`src/rtl/st_sink_ram_writer.sv`:
```
// Avalon-ST packet sink that stores each accepted beat as one word of a single-port RAM.
// It reports a descriptor per completed packet, a packet counter and sticky protocol-error flags.
module st_sink_ram_writer #(
  parameter int WIDTH   = 32,
  parameter int ADDR_W  = 10,
  parameter int EMPTY_W = $clog2(WIDTH/8)
) (
  input  logic               clk,
  input  logic               rst,
  input  logic [WIDTH-1:0]   snk_data,
  input  logic               snk_valid,
  output logic               snk_ready,
  input  logic               snk_sop,
  input  logic               snk_eop,
  input  logic [EMPTY_W-1:0] snk_empty,
  input  logic               buf_clear,
  output logic [ADDR_W-1:0]  ram_addr,
  output logic [WIDTH-1:0]   ram_data,
  output logic               ram_wren,
  output logic               pkt_done,
  output logic [ADDR_W-1:0]  pkt_base,
  output logic [ADDR_W:0]    pkt_len,
  output logic [EMPTY_W-1:0] pkt_empty,
  output logic [7:0]         pkt_count,
  output logic [ADDR_W:0]    fill_level,
  output logic [2:0]         err_flags
);

  typedef enum logic [1:0] {
    S_IDLE   = 2'd0,
    S_IN_PKT = 2'd1,
    S_FULL   = 2'd2,
    S_DROP   = 2'd3
  } state_t;

  localparam logic [ADDR_W:0] DEPTH = {1'b1, {ADDR_W{1'b0}}};
  localparam logic [ADDR_W:0] ONE   = {{ADDR_W{1'b0}}, 1'b1};

  state_t          state_r, state_s;
  logic [ADDR_W:0] wr_ptr_r, wr_ptr_s;
  logic [ADDR_W:0] base_r, base_s;
  logic [ADDR_W:0] addr_s;
  logic            mid_r, mid_s;
  logic [2:0]      err_r, err_s;
  logic [7:0]      count_r;
  logic            ready_r;
  logic            xfer_s;
  logic            store_s;
  logic            done_s;

  assign xfer_s     = snk_valid & ready_r;
  assign snk_ready  = ready_r;
  assign fill_level = wr_ptr_r;
  assign err_flags  = err_r;
  assign pkt_count  = count_r;

  // Next-state, write decision and pointer arithmetic; mid_s remembers whether FULL cut a packet.
  always_comb begin
    state_s  = state_r;
    wr_ptr_s = wr_ptr_r;
    base_s   = base_r;
    mid_s    = mid_r;
    err_s    = err_r;
    addr_s   = wr_ptr_r;
    store_s  = 1'b0;
    done_s   = 1'b0;
    if (buf_clear) begin
      wr_ptr_s = {(ADDR_W+1){1'b0}};
      mid_s    = 1'b0;
      if ((state_r == S_IN_PKT) || ((state_r == S_FULL) && mid_r)) begin
        state_s = S_DROP;
      end else begin
        state_s = S_IDLE;
      end
    end else if (xfer_s) begin
      if ((state_r == S_IN_PKT) || (snk_sop && (state_r != S_FULL))) begin
        store_s = 1'b1;
        if (snk_sop) begin
          // A sop inside a packet abandons it and restarts at its base.
          if (state_r == S_IN_PKT) begin
            err_s[1] = 1'b1;
            addr_s   = base_r;
          end else begin
            addr_s   = wr_ptr_r;
          end
          base_s = addr_s;
        end else begin
          addr_s = wr_ptr_r;
        end
        wr_ptr_s = addr_s + ONE;
        if (snk_eop) begin
          done_s  = 1'b1;
          state_s = S_IDLE;
        end else begin
          state_s = S_IN_PKT;
        end
        if (wr_ptr_s == DEPTH) begin
          state_s  = S_FULL;
          mid_s    = ~snk_eop;
          err_s[2] = err_r[2] | ~snk_eop;
        end else begin
          mid_s    = 1'b0;
        end
      end else if (state_r == S_IDLE) begin
        err_s[0] = 1'b1;
      end else if ((state_r == S_DROP) && snk_eop) begin
        state_s = S_IDLE;
      end else begin
        state_s = state_r;
      end
    end else begin
      state_s = state_r;
    end
  end

  // State, pointers, RAM write port and packet descriptor registers.
  always_ff @(posedge clk) begin
    if (rst) begin
      state_r   <= S_IDLE;
      wr_ptr_r  <= {(ADDR_W+1){1'b0}};
      base_r    <= {(ADDR_W+1){1'b0}};
      mid_r     <= 1'b0;
      err_r     <= 3'b000;
      count_r   <= 8'd0;
      ready_r   <= 1'b0;
      ram_addr  <= {ADDR_W{1'b0}};
      ram_data  <= {WIDTH{1'b0}};
      ram_wren  <= 1'b0;
      pkt_done  <= 1'b0;
      pkt_base  <= {ADDR_W{1'b0}};
      pkt_len   <= {(ADDR_W+1){1'b0}};
      pkt_empty <= {EMPTY_W{1'b0}};
    end else begin
      state_r  <= state_s;
      wr_ptr_r <= wr_ptr_s;
      base_r   <= base_s;
      mid_r    <= mid_s;
      err_r    <= err_s;
      ready_r  <= (state_s != S_FULL);
      ram_addr <= addr_s[ADDR_W-1:0];
      ram_data <= snk_data;
      ram_wren <= store_s;
      pkt_done <= done_s;
      if (done_s) begin
        pkt_base  <= base_s[ADDR_W-1:0];
        pkt_len   <= wr_ptr_s - base_s;
        pkt_empty <= snk_empty;
        count_r   <= count_r + 8'd1;
      end else begin
        count_r   <= count_r;
      end
    end
  end

endmodule

```
`config.mk`:
```
export PLATFORM = sky130hd
export DESIGN_NAME = st_sink_ram_writer
export DESIGN_NICKNAME = d
export VERILOG_FILES = /design/src/rtl/st_sink_ram_writer.sv
export SDC_FILE = /design/constraint.sdc
export NUM_CORES = 1
export LEC_CHECK = 0
export BUFFER_PORTS_ARGS = -buffer_cell sky130_fd_sc_hd__buf_2
export CORE_MARGIN = 2
export CORE_UTILIZATION = 48
export CTS_CLUSTER_DIAMETER = 40
export DETAILED_ROUTE_END_ITERATION = 10
export PLACE_DENSITY = 0.77
export REMOVE_ABC_BUFFERS = 1
export SYNTH_ARGS = -nofsm -noshare
export SYNTH_HDL_FRONTEND = slang
export SYNTH_SLANG_ARGS = --single-unit
```
`constraint.sdc`:
```
create_clock -name clk -period 4.8 [get_ports clk]
set_input_delay 0.48 -clock clk [delete_from_list [all_inputs] [get_ports clk]]
set_output_delay 0.48 -clock clk [all_outputs]
set_load 0.05 [all_outputs]
```
# == Word level (Yosys, flattened, before mapping) ==
# Cells that the tools add are included.
# op_classes
n_addsub,3
eq_ne,6
muxes,29
n_bitwise,6
reduce_logical,12
# ops
op,n
11-bit two-way mux,12
10-bit two-way mux,3
2-bit two-way mux,7
"11-bit by 1-bit adder with 11-bit output, second input constant",1
"11-bit == test, second input constant",1
11-bit subtractor,1
"8-bit by 1-bit adder with 8-bit output, second input constant",1
4-bit AND reduction,2
1-bit two-way mux,7
5-bit AND reduction,1
"2-bit == test, second input constant",2
"2-bit inequality test, second input constant",2
1-bit NOT,4
1-bit logical AND,3
3-bit OR reduction,1
"2-bit by 1-bit == test with 1-bit output, second input constant",1
2-bit logical NOT,1
1-bit logical OR,2
2-bit AND reduction,1
2-bit OR reduction,1
1-bit bitwise AND,1
1-bit OR,1
# word_totals
regBits,104
in_bits,40

# == Logic depth before layout (Yosys ltp) ==
# logic_depth
depth_word,13
ltp_mapped,21
mapped_depth_nobuf,18

# == Worst setup path after synthesis ==
# No wires, ideal clock.
# synth_path
path_kind,input to register
startpoint,in snk_sop
endpoint,reg pkt_len[10]
setup_time_ns,0.131
arrival_ns,4.351
slack_ns,0.318
cell_stages,21
cell_sequence,and3b_1 -> buf_2 -> buf_1 -> buf_1 -> mux2i_1 -> inv_1 -> ha_1 -> nand2_1 -> nor2_1 -> a31oi_1 -> nor2_1 -> o21ai_0 -> nand2_1 -> a31oi_1 -> ha_1 -> a21boi_0 -> or2_2 -> a41o_1 -> nor4_1 -> o211a_1 -> a211oi_2
# synth_via
elab_chain_cells,9
word_cells_on_any_way,18
# synth_rtl
element,line_no,rtl
"start, declared",13,"input logic snk_sop,"
11-bit two-way mux,78,if (snk_sop) begin
11-bit two-way mux,76,if ((state_r == S_IN_PKT) || (snk_sop && (state_r != S_FULL))) begin
11-bit two-way mux,75,end else if (xfer_s) begin
11-bit two-way mux,67,if (buf_clear) begin
11-bit by 1-bit adder with 11-bit output,90,wr_ptr_s = addr_s + ONE;
11-bit two-way mux,76,
11-bit two-way mux,75,
11-bit two-way mux,67,
11-bit subtractor,146,pkt_len <= wr_ptr_s - base_s;
"end signal, assigned",131,pkt_len <= {(ADDR_W+1){1'b0}};
"end signal, assigned",146,
"end, declared",22,"output logic [ADDR_W:0] pkt_len,"
# Parallel ways exist; a longest one is shown, timed or not. The select of a mux whose other input is x is not followed.
# A chain may end at the register's enable or synchronous reset.

# == Worst setup path in the final report ==
# layout_path
startpoint,reg state_r[0]
endpoint,reg pkt_len[10]
# layout_via
elab_chain_cells,11
word_cells_on_any_way,21
# layout_rtl
element,line_no,rtl
"start, declared",39,"state_t state_r, state_s;"
"start signal, assigned",134,state_r <= state_s;
2-bit by 1-bit == test with 1-bit output,"76, 80",
11-bit two-way mux,80,if (state_r == S_IN_PKT) begin
11-bit two-way mux,78,
11-bit two-way mux,76,
11-bit two-way mux,75,
11-bit two-way mux,67,
11-bit by 1-bit adder with 11-bit output,90,
11-bit two-way mux,76,
11-bit two-way mux,75,
11-bit two-way mux,67,
11-bit subtractor,146,
# Parallel ways exist; a longest one is shown, timed or not. The select of a mux whose other input is x is not followed.

==> results.toml <==
[placed_design]
instance_area_after_placement_sq_mm = 0.00565
place.detailed.hpwl_um = 9340
place_congestion = 0.913
buffer_ports.inserted = 129

[setup_path]
worst_setup_path_startpoint = "state_r[0]"
path_buf_inv = 1
worstPathRequired_ns = 5.06
critical_path.max_fanout = 15
cpLargestDelayFamily = "simple AND/OR/NAND/NOR gates"
cp_data_arrival_time_ns = 4.53
critical_path.cell_chain = "and3b_1, mux2i_1, inv_1, ha_1, nand2_1, nor2_1, a31oi_1, nor2_1, o21ai_0, nand2_1, a31oi_1, ha_1, a21boi_0, or2_2, a41o_1, nor4_2, o211a_1, a211oi_2"
crit_end = "pkt_len[10]"
regToRegSetupSlack_ns = 0.53
critical_path.reg2reg.endpoint = "pkt_len[10]"
register_to_register_path_depth = 18
critical_path.startpoint_type = "register"
setup.worst_path.end_class = "register"
critical_path_depth = 18
crit_type = "register to register"
critical_path.reg2reg.startpoint = "state_r[0]"
max_stage_delay_ns = 0.60
cp_slowest_cell = "sky130_fd_sc_hd__dfxtp_1"

[run]
max-cap-violations = 0

[sta]
timing_max_transition_violations_final = 0
finalSetupTns_ns = 0
max_clock_freq_mhz = 234
worst_slew_pin_slew_ns = 1.03
rsz_0062_raised_after_global_routing = "no"
final_min_period_over_clock_period = 0.889
hold_viol = 0
final-setup-viol-count = 0
finalWorstPathRequiredPeriod_ns = 4.27
clock_skew_ns = 0.0118
relSlewSlack = 0.311

[route]
route.detailed.wl_per_inst_um = 15.6
met3RoutedLength_um = 732
antenna_left = 0
drt_iter0_drc = 319
route.top_layer_used = "met4"
detailroute.wirelength.met2_um = 6360
pre_repair_dr_iteration_count = 5
drt_wl_total_um = 13000
m1WireLength_um = 5640
routed-via-count = 4598
drt_drc_violations_left = 0
vias_per_cell = 5.55

[logic_synthesis]
syn-instance-count = 581
synth_async_sr_flop_share = 0
synth-compound-area-share = 0.165
synth_edf_count = 0
synth-seq-area-share = 0.420
synth-adder-area-share = 0.0343
muxShareOfSynthArea = 0.0439
synth_xor_area_frac = 0.0262
yosys_most_used_dff = "sky130_fd_sc_hd__dfxtp_1"
yosysWarningCount = 0
post_synth_instance_area_sq_mm = 0.00496
postSynthRegisterBits = 104
synth_top_family_by_area = "simple AND/OR/NAND/NOR gates"
netlist-cell-type-count = 70
avgSynthCellArea_sq_um = 8.54
yosys.area_share.simple = 0.266

[layout]
finish.instance_area_sq_mm = 0.00586
finalNetCount = 741
fillCellCount = 970
layout-drive-gt1-share = 0.247
area_growth_pct = 18.1
diodes = 0

[global_route]
grt_antenna_before_repair = 0
grt_max_degree = 69
grtUsageTotal = 0.232
grt_pass1_wl_um = 20900
gr-total-overflow = 0
first_global_vias = 4244

[cts]
cts-root-buf = "sky130_fd_sc_hd__clkbuf_8"
insertion_delay_ns = 0.38
number_of_buffers_created_by_cts = 9
cts_tree = "yes"
postCtsSetupBuffers = 0
number_of_clock_sinks = 104
ctsHtreeMaxLevel = 3
cts_buffer_depth = 2
path_clk_slew_ns = 0.10

[pwr]
peakVddDrop_mv = 0.148
power_per_cell_area_mw_per_mm2 = 278
cellLeakagePower_nw = 2.57

[floorplanning]
initial_utilization = 0.487
boundaryPins = 130
floorplan.core_area_sq_mm = 0.0102
die_height_um = 106
rows = 37
full_die_area_sq_mm = 0.0112
floorplan.die.width_um = 106

[worst_hold_path]
hold_class = "primary input to register"

[status]
run_status = "finished, final reports clean"
## where the power goes
group / switching, mW / internal, mW / total, mW
clock: 0.318 / 0.250 / 0.568
combinational: 0.126 / 0.0470 / 0.173
sequential: 0.00784 / 0.882 / 0.890
total: 0.452 / 1.18 / 1.63
## stage by stage
| step | std cells | hold slack (ns) | utilization | total power [mW] | setup slack (ns) |
|---|---|---|---|---|---|
| 2_1_floorplan | 541 | 0.452 | - | 1.02 | 0.456 |
| 4_1_cts | 829 | 0.288 | 0.575 | 1.64 | 0.426 |
| 3_3_place_gp | 813 | 0.440 | 0.554 | 1.08 | 0.468 |
| 3_5_place_dp | 813 | 0.445 | 0.554 | 1.08 | 0.362 |
| 6_report | 829 | 0.301 | 0.575 | 1.63 | 0.532 |
| 5_1_grt | 829 | 0.291 | 0.575 | 1.68 | 0.148 |
## layer usage
layer | up-vias | track usage
li1 | 2240 | -
met1 | 2182 | 0.307
met2 | 157 | 0.381
met3 | 19 | 0.0414
met4 | 0 | 0.0808
met5 | - | 0
## worst min-delay path by stage
stage,start,cells after the start,endpoint
finish,snk_data[22],2,ram_data[22]
CTS,snk_data[22],2,ram_data[22]
detailed placement,pkt_len[2],2,pkt_len[2]
global placement,pkt_len[5],2,pkt_len[5]
floorplan,base_r[1],2,ram_addr[1]
global route,snk_data[13],2,ram_data[13]
## sequential cells by signal, indices dropped and copies added, names as in the netlist, 2 cells and up
| register | count |
|---|---|
| ram_data | 32 |
| fill_level | 11 |
| err_flags | 3 |
| pkt_empty | 2 |
| pkt_count | 8 |
| pkt_base | 10 |
| pkt_len | 11 |
| state_r | 2 |
| base_r | 11 |
| ram_addr | 10 |
## kinds of logic after synthesis
family	count (synthesis)
and+or+nand+nor	261
AOI/OAI and AO/OA	117
DFF	104
buffers and inverters	51
muxes	21
xor gates and xnor gates	14
adders and majority gates	13
## cell usage after synthesis (3+ instances only)
| library cell | instances | area (sq um) |
|---|---|---|
| sky130_fd_sc_hd__nor2b_1 | 37 | 231 |
| sky130_fd_sc_hd__or2_2 | 4 | 25.0 |
| sky130_fd_sc_hd__nand3_1 | 12 | 60.1 |
| sky130_fd_sc_hd__inv_1 | 11 | 41.3 |
| sky130_fd_sc_hd__and2_1 | 8 | 50.1 |
| sky130_fd_sc_hd__o2111ai_1 | 6 | 52.6 |
| sky130_fd_sc_hd__nor2_1 | 72 | 270 |
| sky130_fd_sc_hd__nand4b_1 | 3 | 26.3 |
| sky130_fd_sc_hd__and3_1 | 8 | 50.1 |
| sky130_fd_sc_hd__a21oi_1 | 36 | 180 |
| sky130_fd_sc_hd__nand2b_1 | 3 | 18.8 |
| sky130_fd_sc_hd__nand2_1 | 67 | 251 |
| sky130_fd_sc_hd__and3b_1 | 3 | 26.3 |
| sky130_fd_sc_hd__o21ai_0 | 18 | 90.1 |
| sky130_fd_sc_hd__dfxtp_1 | 104 | 2080 |
| sky130_fd_sc_hd__nor3_1 | 16 | 80.1 |
| sky130_fd_sc_hd__clkbuf_1 | 20 | 75.1 |
| sky130_fd_sc_hd__xnor2_1 | 5 | 43.8 |
| sky130_fd_sc_hd__a41o_1 | 3 | 30.0 |
| sky130_fd_sc_hd__a21boi_0 | 3 | 22.5 |
| sky130_fd_sc_hd__buf_2 | 13 | 65.1 |
| sky130_fd_sc_hd__mux2i_1 | 18 | 180 |
| sky130_fd_sc_hd__o211ai_1 | 7 | 52.6 |
| sky130_fd_sc_hd__nand4_1 | 3 | 18.8 |
| sky130_fd_sc_hd__nand3b_1 | 4 | 30.0 |
| sky130_fd_sc_hd__a21o_1 | 4 | 30.0 |
| sky130_fd_sc_hd__xor2_1 | 8 | 70.1 |
| sky130_fd_sc_hd__nor4_1 | 7 | 43.8 |
| sky130_fd_sc_hd__ha_1 | 12 | 150 |
| sky130_fd_sc_hd__a211oi_1 | 14 | 105 |
| sky130_fd_sc_hd__buf_4 | 4 | 30.0 |
| sky130_fd_sc_hd__or3_1 | 4 | 25.0 |
## final cells by class
class	instances	area [sq um]	area share
well taps	136	170	0.0290
clock buffers	10	128	0.0218
clock inverters	6	77.6	0.0132
flip-flops and latches	104	2080	0.355
multi-input cells	426	2660	0.454
inverters	11	41.3	0.00705
repair buffers	136	698	0.119
## repair_timing
action,4_1_cts,5_1_grt
hold buffers,0,0
gates resized for setup,0,1
endpoints found under the setup margin,0,2
## layout by cell type (no fill, tap or decap), types with 3 or more instances in the layout
cell type and n:
sky130_fd_sc_hd__xnor2_1 5, sky130_fd_sc_hd__nand4_1 3, sky130_fd_sc_hd__mux2i_1 18, sky130_fd_sc_hd__nand3b_1 4
sky130_fd_sc_hd__nand4b_1 3, sky130_fd_sc_hd__buf_4 7, sky130_fd_sc_hd__inv_1 11, sky130_fd_sc_hd__a21oi_1 36
sky130_fd_sc_hd__o211ai_1 7, sky130_fd_sc_hd__a21o_1 4, sky130_fd_sc_hd__and3b_1 3, sky130_fd_sc_hd__ha_1 12
sky130_fd_sc_hd__buf_2 129, sky130_fd_sc_hd__nand2_1 67, sky130_fd_sc_hd__o2111ai_1 6, sky130_fd_sc_hd__nor4_1 6
sky130_fd_sc_hd__and2_1 8, sky130_fd_sc_hd__a41o_1 3, sky130_fd_sc_hd__o21ai_0 18, sky130_fd_sc_hd__nand3_1 12
sky130_fd_sc_hd__a211oi_1 14, sky130_fd_sc_hd__nor2b_1 37, sky130_fd_sc_hd__clkbuf_8 9, sky130_fd_sc_hd__and3_1 8
sky130_fd_sc_hd__or3_1 4, sky130_fd_sc_hd__nand2b_1 3, sky130_fd_sc_hd__or2_2 4, sky130_fd_sc_hd__a21boi_0 3
sky130_fd_sc_hd__xor2_1 8, sky130_fd_sc_hd__nor2_1 72, sky130_fd_sc_hd__nor3_1 16, sky130_fd_sc_hd__dfxtp_1 104
Note: power is estimated with default switching activity, not from simulation.
